$ cat src/rtl/muldiv_hilo_ctrl_pkg.sv
// Shared encodings for the multiply/divide sequencer: decode op codes and FSM states.
package muldiv_hilo_ctrl_pkg;

    typedef enum logic [2:0] {
        MD_NOP  = 3'd0,
        MD_MULT = 3'd1,
        MD_DIV  = 3'd2,
        MD_MTHI = 3'd3,
        MD_MTLO = 3'd4,
        MD_MFHI = 3'd5,
        MD_MFLO = 3'd6
    } md_op_e;

    typedef enum logic [1:0] {
        ST_IDLE,
        ST_MUL,
        ST_DIV,
        ST_FIX
    } state_e;

endpackage

$ cat src/rtl/muldiv_hilo_ctrl_div_iter.sv
// Unsigned radix-2 restoring divider: loads on start, iterates WIDTH cycles, then holds ready.
module muldiv_div_iter #(
    parameter int unsigned WIDTH = 32
) (
    input  logic             clk,
    input  logic             rst_n,
    input  logic             start,
    input  logic [WIDTH-1:0] dividend,
    input  logic [WIDTH-1:0] divisor,
    output logic [WIDTH-1:0] quotient,
    output logic [WIDTH-1:0] remainder,
    output logic             ready
);
    localparam int unsigned CW = (WIDTH > 1) ? $clog2(WIDTH) : 1;

    logic [WIDTH-1:0] rem, quo, dvs;
    logic [CW-1:0]    cnt;
    logic             running;
    logic [WIDTH:0]   trial, diff;

    // One extra bit on the trial remainder keeps divisors with the MSB set exact.
    assign trial = {rem, quo[WIDTH-1]};
    assign diff  = trial - {1'b0, dvs};

    always_ff @(posedge clk or negedge rst_n) begin
        if (!rst_n) begin
            rem     <= '0;
            quo     <= '0;
            dvs     <= '0;
            cnt     <= '0;
            running <= 1'b0;
            ready   <= 1'b0;
        end else if (start) begin
            rem     <= '0;
            quo     <= dividend;
            dvs     <= divisor;
            cnt     <= '0;
            running <= 1'b1;
            ready   <= 1'b0;
        end else if (running) begin
            if (!diff[WIDTH]) begin
                rem <= diff[WIDTH-1:0];
                quo <= {quo[WIDTH-2:0], 1'b1};
            end else begin
                rem <= trial[WIDTH-1:0];
                quo <= {quo[WIDTH-2:0], 1'b0};
            end
            if (cnt == CW'(WIDTH - 1)) begin
                running <= 1'b0;
                ready   <= 1'b1;
            end else begin
                cnt <= cnt + CW'(1);
            end
        end
    end

    assign quotient  = quo;
    assign remainder = rem;

endmodule

$ cat src/rtl/muldiv_hilo_ctrl.sv
// HI/LO register pair and multiply/divide sequencer; stalls the core while an op is in flight.
module muldiv_hilo_ctrl
    import muldiv_hilo_ctrl_pkg::*;
#(
    parameter int unsigned WIDTH   = 32,
    parameter int unsigned MUL_LAT = 4
) (
    input  logic             clk,
    input  logic             rst_n,
    input  logic             op_valid,
    input  logic [2:0]       md_op,
    input  logic             ifunsigned,
    input  logic [WIDTH-1:0] rs_val,
    input  logic [WIDTH-1:0] rt_val,
    input  logic             flush,
    output logic             stall,
    output logic             busy,
    output logic [WIDTH-1:0] rd_data,
    output logic             done,
    output logic             div_zero,
    output logic [WIDTH-1:0] hi,
    output logic [WIDTH-1:0] lo
);
    localparam int unsigned CNT_W = (MUL_LAT > 1) ? $clog2(MUL_LAT) : 1;

    state_e state, state_nxt;
    md_op_e op;

    logic                     accept, acc_mul, acc_div, acc_mthi, acc_mtlo;
    logic                     mul_last, mul_wr, fix_wr;
    logic [CNT_W-1:0]         mul_cnt;
    logic                     rs_neg, rt_neg;
    logic signed [2*WIDTH-1:0] mul_a, mul_b;
    logic [2*WIDTH-1:0]       mul_prod;
    logic [2*WIDTH-1:0]       mul_pipe [MUL_LAT];
    logic [WIDTH-1:0]         rs_mag, rt_mag, div_quo, div_rem, rs_hold;
    logic                     div_ready, q_neg, r_neg, dz;

    assign op       = md_op_e'(md_op);
    assign busy     = (state != ST_IDLE);
    assign stall    = op_valid && busy;
    assign accept   = op_valid && !busy && !flush;
    assign acc_mul  = accept && (op == MD_MULT);
    assign acc_div  = accept && (op == MD_DIV);
    assign acc_mthi = accept && (op == MD_MTHI);
    assign acc_mtlo = accept && (op == MD_MTLO);

    assign mul_last = (mul_cnt == CNT_W'(MUL_LAT - 1));
    assign mul_wr   = (state == ST_MUL) && !flush && mul_last;
    assign fix_wr   = (state == ST_FIX) && !flush;

    // Sign-extending to 2*WIDTH makes one signed multiply serve MULT and MULTU.
    assign rs_neg   = !ifunsigned && rs_val[WIDTH-1];
    assign rt_neg   = !ifunsigned && rt_val[WIDTH-1];
    assign mul_a    = {{WIDTH{rs_neg}}, rs_val};
    assign mul_b    = {{WIDTH{rt_neg}}, rt_val};
    assign mul_prod = mul_a * mul_b;

    assign rs_mag   = rs_neg ? -rs_val : rs_val;
    assign rt_mag   = rt_neg ? -rt_val : rt_val;

    muldiv_div_iter #(
        .WIDTH(WIDTH)
    ) u_div (
        .clk       (clk),
        .rst_n     (rst_n),
        .start     (acc_div),
        .dividend  (rs_mag),
        .divisor   (rt_mag),
        .quotient  (div_quo),
        .remainder (div_rem),
        .ready     (div_ready)
    );

    always_ff @(posedge clk or negedge rst_n) begin
        if (!rst_n) state <= ST_IDLE;
        else        state <= state_nxt;
    end

    always_comb begin
        state_nxt = state;
        case (state)
            ST_IDLE: if (acc_mul)      state_nxt = ST_MUL;
                     else if (acc_div) state_nxt = ST_DIV;
            ST_MUL:  if (flush || mul_last) state_nxt = ST_IDLE;
            ST_DIV:  if (flush)          state_nxt = ST_IDLE;
                     else if (div_ready) state_nxt = ST_FIX;
            ST_FIX:  state_nxt = ST_IDLE;
            default: state_nxt = ST_IDLE;
        endcase
    end

    always_comb begin
        rd_data = '0;
        if (op_valid && !busy) begin
            if (op == MD_MFHI)      rd_data = hi;
            else if (op == MD_MFLO) rd_data = lo;
        end
    end

    always_ff @(posedge clk or negedge rst_n) begin
        if (!rst_n) begin
            hi       <= '0;
            lo       <= '0;
            done     <= 1'b0;
            div_zero <= 1'b0;
            mul_cnt  <= '0;
            q_neg    <= 1'b0;
            r_neg    <= 1'b0;
            dz       <= 1'b0;
            rs_hold  <= '0;
            for (int unsigned i = 0; i < MUL_LAT; i++) mul_pipe[i] <= '0;
        end else begin
            done     <= 1'b0;
            div_zero <= 1'b0;

            if (acc_mul) begin
                mul_pipe[0] <= mul_prod;
                mul_cnt     <= '0;
            end else if (state == ST_MUL) begin
                mul_cnt <= mul_cnt + CNT_W'(1);
            end
            for (int unsigned i = 1; i < MUL_LAT; i++) mul_pipe[i] <= mul_pipe[i-1];

            if (acc_div) begin
                q_neg   <= rs_neg ^ rt_neg;
                r_neg   <= rs_neg;
                dz      <= (rt_val == '0);
                rs_hold <= rs_val;
            end

            if (acc_mthi) hi <= rs_val;
            if (acc_mtlo) lo <= rs_val;

            if (mul_wr) begin
                {hi, lo} <= mul_pipe[MUL_LAT-1];
                done     <= 1'b1;
            end

            if (fix_wr) begin
                done     <= 1'b1;
                div_zero <= dz;
                if (dz) begin
                    lo <= '1;
                    hi <= rs_hold;
                end else begin
                    lo <= q_neg ? -div_quo : div_quo;
                    hi <= r_neg ? -div_rem : div_rem;
                end
            end
        end
    end

endmodule

$ cat config.mk
export PLATFORM = sky130hd
export DESIGN_NAME = muldiv_hilo_ctrl
export DESIGN_NICKNAME = d
export VERILOG_FILES = /design/src/rtl/muldiv_hilo_ctrl_pkg.sv /design/src/rtl/muldiv_hilo_ctrl_div_iter.sv /design/src/rtl/muldiv_hilo_ctrl.sv
export SDC_FILE = /design/constraint.sdc
export NUM_CORES = 2
export LEC_CHECK = 0
export ABC_AREA = 1
export CAP_MARGIN = 15
export CORE_AREA = 2 2 250 436
export CTS_CLUSTER_DIAMETER = 60
export CTS_CLUSTER_SIZE = 10
export DETAILED_ROUTE_END_ITERATION = 10
export DIE_AREA = 0 0 252 438
export PLACE_DENSITY_LB_ADDON = 0.12
export SYNTH_ARGS = -nofsm -noshare
export SYNTH_HDL_FRONTEND = slang
export SYNTH_SLANG_ARGS = --single-unit
$ cat constraint.sdc
create_clock -name clk -period 2.29 [get_ports clk]
set_clock_uncertainty 0.05 [all_clocks]
set_input_delay 0.458 -clock clk [delete_from_list [all_inputs] [get_ports clk]]
set_output_delay 0.458 -clock clk [all_outputs]
set_load 0.02 [all_outputs]
======== After elaboration in Yosys (flattened, before gate mapping) ========
Index checks and enable logic that the tools add are counted.
storage, ports and cells
  register bits ........................... 464
  bits of input ports ..................... 72
  output and inout port bits .............. 100
  logic and storage cells ................. 112
cells by class
  add/sub/neg operators ................... 7
  multipliers ............................. 1
  equality and inequality tests ........... 15
  multiplexer cells ....................... 41
  bitwise logic cells ..................... 1
  reduce and logical (&&, ||, !) cells .... 27
operators by type and width
  operator             number
  $mux 32              20
  $neg 32->32          4
  $mul 33x33->64       1
  $sub 33x32->33       1
  $logic_not 32->1     1
  $mux 5               3
  $mux 2               7
  $logic_and 1x1->1    12
  $mux 1               10
  $eq 3x3->1 const B   3
  $pmux 2 s4           1
  $reduce_bool 2->1    4
  $eq 2x2->1 const B   3
  $eq 3x2->1 const B   2
  $reduce_bool 3->1    2
  $add 5x1->5 const B  1
  $eq 5x5->1 const B   1
  $reduce_and 2->1     2
  $eq 3x1->1 const B   1
  $logic_not 1->1      3
  $ne 3x2->1 const B   1
  $ne 3x3->1 const B   1
  $reduce_and 3->1     1
  $add 2x1->2 const B  1
  other kinds (6)      6

======== Longest topological paths before layout ========
  depth after elaboration ................. 8
  gate-level depth with buffers ........... 36
  gate-level depth less buffers ........... 34

======== By module ========
From an unflattened synthesis, not the netlist that was laid out.
second synthesis, totals
  cell total of the unflattened synthesis .. 8188
  area total of the unflattened synthesis .. 63696.1 sq um
modules (own cells, without submodules)
  module            times used  cells each  area each (sq um)  seq. area each (sq um)
  muldiv_hilo_ctrl  1           7151        56655.6            9033.7
  muldiv_div_iter   1           1037        7040.5             2577.5

======== Worst setup path after synthesis ========
OpenSTA, ideal clock, no wires.
  path type ............................... input-to-reg
  start ................................... input port rs_val[31]
  end ..................................... register mul_pipe[251] (netlist name)
  library setup time ...................... 118 ps
  data arrival time ....................... 7627 ps
  data required time ...................... 2122 ps
  slack ................................... -5505 ps
  stages on the path ...................... 29
  buffers on the path ..................... 2
  cell sequence ........................... clkbuf_1 clkbuf_1 nand2_1 nor2_1 fa_1 fa_1 fa_1 inv_1 fa_1 inv_1 fa_1 fa_1 inv_1 fa_1 fa_1 inv_1 ha_1 nand2_1 nor2_1 inv_1 nor2_1 inv_1 nor2_1 inv_1 o21bai_1 nand3_1 nand2_1 nand3_1 nand2_1
between the ends
  cells in the longest elaborated chain, start to end .. 2
RTL lines
  element             line                    source
  start: declaration  muldiv_hilo_ctrl.sv:13  input logic [WIDTH-1:0] rs_val,
  $logic_and 1x1->1   muldiv_hilo_ctrl.sv:53  assign rs_neg = !ifunsigned && rs_val[WIDTH-1];
  $mul 33x33->64 (*)  muldiv_hilo_ctrl.sv:57  assign mul_prod = mul_a * mul_b;
  end: declaration    muldiv_hilo_ctrl.sv:35  logic [2*WIDTH-1:0] mul_pipe [MUL_LAT];
Mark *: on every way between the ends. The rest lies on a longest branch, timed or not.
A chain may end at the register's enable or synchronous reset.

======== Worst setup path after layout ========
  start ................................... input port rt_val[25]
  end ..................................... register mul_pipe[237] (netlist name)
between the ends
  cells in the longest elaborated chain, start to end .. 1
RTL lines
  element             line                    source
  start: declaration  muldiv_hilo_ctrl.sv:14  input logic [WIDTH-1:0] rt_val,
  $mul 33x33->64      muldiv_hilo_ctrl.sv:57
Every way passes these cells.

==> results.sh <==
export IMPL_syn_avg_cell_area_um2=7.93
export IMPL_synthFlopType="dfrtp_1"
export IMPL_r2r_end="lo[6]"
export IMPL_fp_coreArea_um2=107000
export IMPL_syn_nets=9345
export IMPL_syn_inst=7896
export IMPL_finalHoldViolCount=0
export IMPL_crit_buf_inv=6
export IMPL_synth_area_top_cells="fa_1 36%, dfrtp_1 19%, nand2_1 13%, inv_1 11%, ha_1 5.0%"
export IMPL_end_kind="flip-flop"
export IMPL_finalInstanceArea_um2=83700
export IMPL_dp_hpwl_um=208000
export IMPL_outcome="complete, but fails checks"
export IMPL_drc=0
export IMPL_synth_top_area_share_pct=36.0
export IMPL_hold_path_class="in2reg"
export IMPL_slew_viol_final=0
export IMPL_drtIter0Drc=6059
export IMPL_synth_edff_count=0
export IMPL_synth_area_um2=62600
export IMPL_cp_top_family="adder cells"
export IMPL_grt_pass1_wl_um=404000
export IMPL_num_io_pins=172
export IMPL_drive_gt1_share_pct=26.0
export IMPL_grt_total_usage_pct=50.8
export IMPL_grt_pass1_vias=66200
export IMPL_tightest_slew_ps=780
export IMPL_holdPathEnd="rs_hold[0]"
export IMPL_finalCritPeriodShare_pct=314
export IMPL_routed_wl_um=277000
export IMPL_cts_buffers=54
export IMPL_ys_seq_area_share_pct=18.5
export IMPL_ant_nets=0
export IMPL_r2r_start="u_div.quotient[0]"
export IMPL_cp_required_ps=2800
export IMPL_start_util_pct=58.5
export IMPL_arrival_ps=7690
export IMPL_yosysUniqueCellTypes=54
export IMPL_cpMostUsedCell="fa_2"
export IMPL_cp_max_fo=7
export IMPL_place_inst=10200
export IMPL_setup_ws_ps=-4890
export IMPL_cts_root_buf="clkbuf_16"
export IMPL_cts_clk_slew_worst_paths_ps=70
export IMPL_instances_no_fill=10500
export IMPL_path_class="in2reg"
export IMPL_portBuffers=171
export IMPL_clock_sinks=464
export IMPL_vias_per_cell=5.90
export IMPL_regToRegSetupSlack_ps=-360
export IMPL_die_x_um=252
export IMPL_rsz0062_at_grt="true"
export IMPL_grt_max_degree=59
export IMPL_dpl_cell_area_um2=76000
export IMPL_gr_total_overflow=0
export IMPL_insertion_delay_ps=660
export IMPL_syn2layout_area_growth_pct=33.7
export IMPL_critPathMaxStageDelay_ps=740
export IMPL_utilization_pct=78.2
export IMPL_nFillCells=7146
export IMPL_gp_congestion=1.11
export IMPL_vias=61800
export IMPL_die_h_um=438
export IMPL_ctsLongestPathBuffers=3
export IMPL_cap_violations=0
export IMPL_critical_path_startpoint_type="input port"
export IMPL_synthArstFlopShare_pct=100
export IMPL_antenna_found_initial=15
export IMPL_cts_tree="done"
export IMPL_layout_common_cells="1,920 x nand2_1, 1,716 x inv_1, 1,036 x buf_4"
export IMPL_dieArea_um2=110000
export IMPL_drtPass1Iterations=9
export IMPL_max_slew_margin_pct=47.3
export IMPL_synth_seq_cells=464
export IMPL_rows=159
export IMPL_nets=10500
export IMPL_timing_final_crit_period_ps=7180
export IMPL_synth_top_area_cell="fa_1"
export IMPL_min_from="rs_val[0]"
export IMPL_setup_viol=152
export IMPL_dp_worst_setup_slack_ps=-5620
export IMPL_slowest_stage="fa_2"
export IMPL_wl_per_cell_um=26.4
export IMPL_yosysWarnings=0
export IMPL_hold_path_depth=4
export IMPL_h_tree_depth=2
export IMPL_rr_worst_depth=8
export IMPL_fmax_mhz=139
export IMPL_violations="negative setup slack"
export IMPL_mostFrequentLayoutCell="nand2_1"
state kept, by name (all words and copies together) (netlist names), 5 cells and up:
name / cells
mul_pipe: 256
hi: 32
lo: 32
rs_hold: 32
u_div.dvs: 32
u_div.quotient: 32
u_div.remainder: 32
u_div.cnt: 5
kinds of logic (layout without fill, tap and decap cells):
family | count (synthesis) | in the layout | share of synthesized area [%]
and+or+nand+nor | 3077 | 3077 | 19.8
AOI/OAI and AO/OA | 627 | 627 | 5.75
adders and majority gates | 1377 | 1377 | 41.0
other | 0 | 18 | 0
DFF | 464 | 464 | 18.5
buffers and inverters | 2272 | 3475 | 13.7
xor gates and xnor gates | 79 | 79 | 1.11
final cells by class:
type,instances,area (µm²),share of cell area [%]
multi-input combinational,5160,46600,55.7
timing repair buffer,1518,15000,17.9
sequential,464,11600,13.9
inverter,1893,7170,8.56
tap,1368,1710,2.05
clock buffer,55,1370,1.63
clock inverter,8,149,0.178
antenna,18,45.0,0.0538
timing repair inverter,1,6.26,0.00748
synthesized netlist by cell type (46+ instances only):
library cell / n
nand4_1: 70
nand2_1: 2129
inv_1: 1879
ha_1: 251
clkbuf_1: 257
dfrtp_1: 464
o22ai_1: 46
o21ai_0: 218
nand3_1: 348
nor2_1: 428
a21oi_1: 203
fa_1: 1126
buf_1: 78
worst max path at each step:
stage	start	end	slack (ps)	depth (start not counted)
detailed placement	rt_val[19]	mul_pipe[248]	-5620	27
global placement	rt_val[19]	mul_pipe[237]	-5630	27
finish	rt_val[25]	mul_pipe[237]	-4890	25
global route	rt_val[25]	mul_pipe[241]	-4940	26
floorplan	rs_val[31]	mul_pipe[251]	-4570	31
CTS	rs_val[31]	mul_pipe[249]	-4370	31
per-layer routing:
metal	up-vias	wire [µm]	share of wire, %	global-route usage (%)
li1	25700	-	-	-
met3	2121	29200	11	16.0
met4	8	42100	15	59.5
met2	4307	127000	46	80.9
met5	-	51	0.018	0.484
met1	29700	78400	28	48.1
worst min-delay path, delay by kind of cell:
kind,cells,cell delay (ps)
simple gates,1,60
compound gates,1,70
buf+inv,2,290
stage by stage:
step           hold WS, ps  TNS (ps)
2_1_floorplan          112   -225000
3_3_place_gp           283   -372870
3_5_place_dp           285   -380470
4_1_cts                211   -257950
5_1_grt                239   -281770
6_report               234   -262620
repair_timing:
item | CTS | global route
hold buffers | 1 | 0
endpoints found under the hold margin | 24 | 0
pin swaps | 311 | 291
gates resized for setup | 723 | 489
cloned | 15 | 2
endpoints found under the setup margin | 165 | 175
buffers inserted | 157 | 86
Power is not shown: default switching activity piles up to over one toggle a cycle in this logic, so the estimate is an artifact.
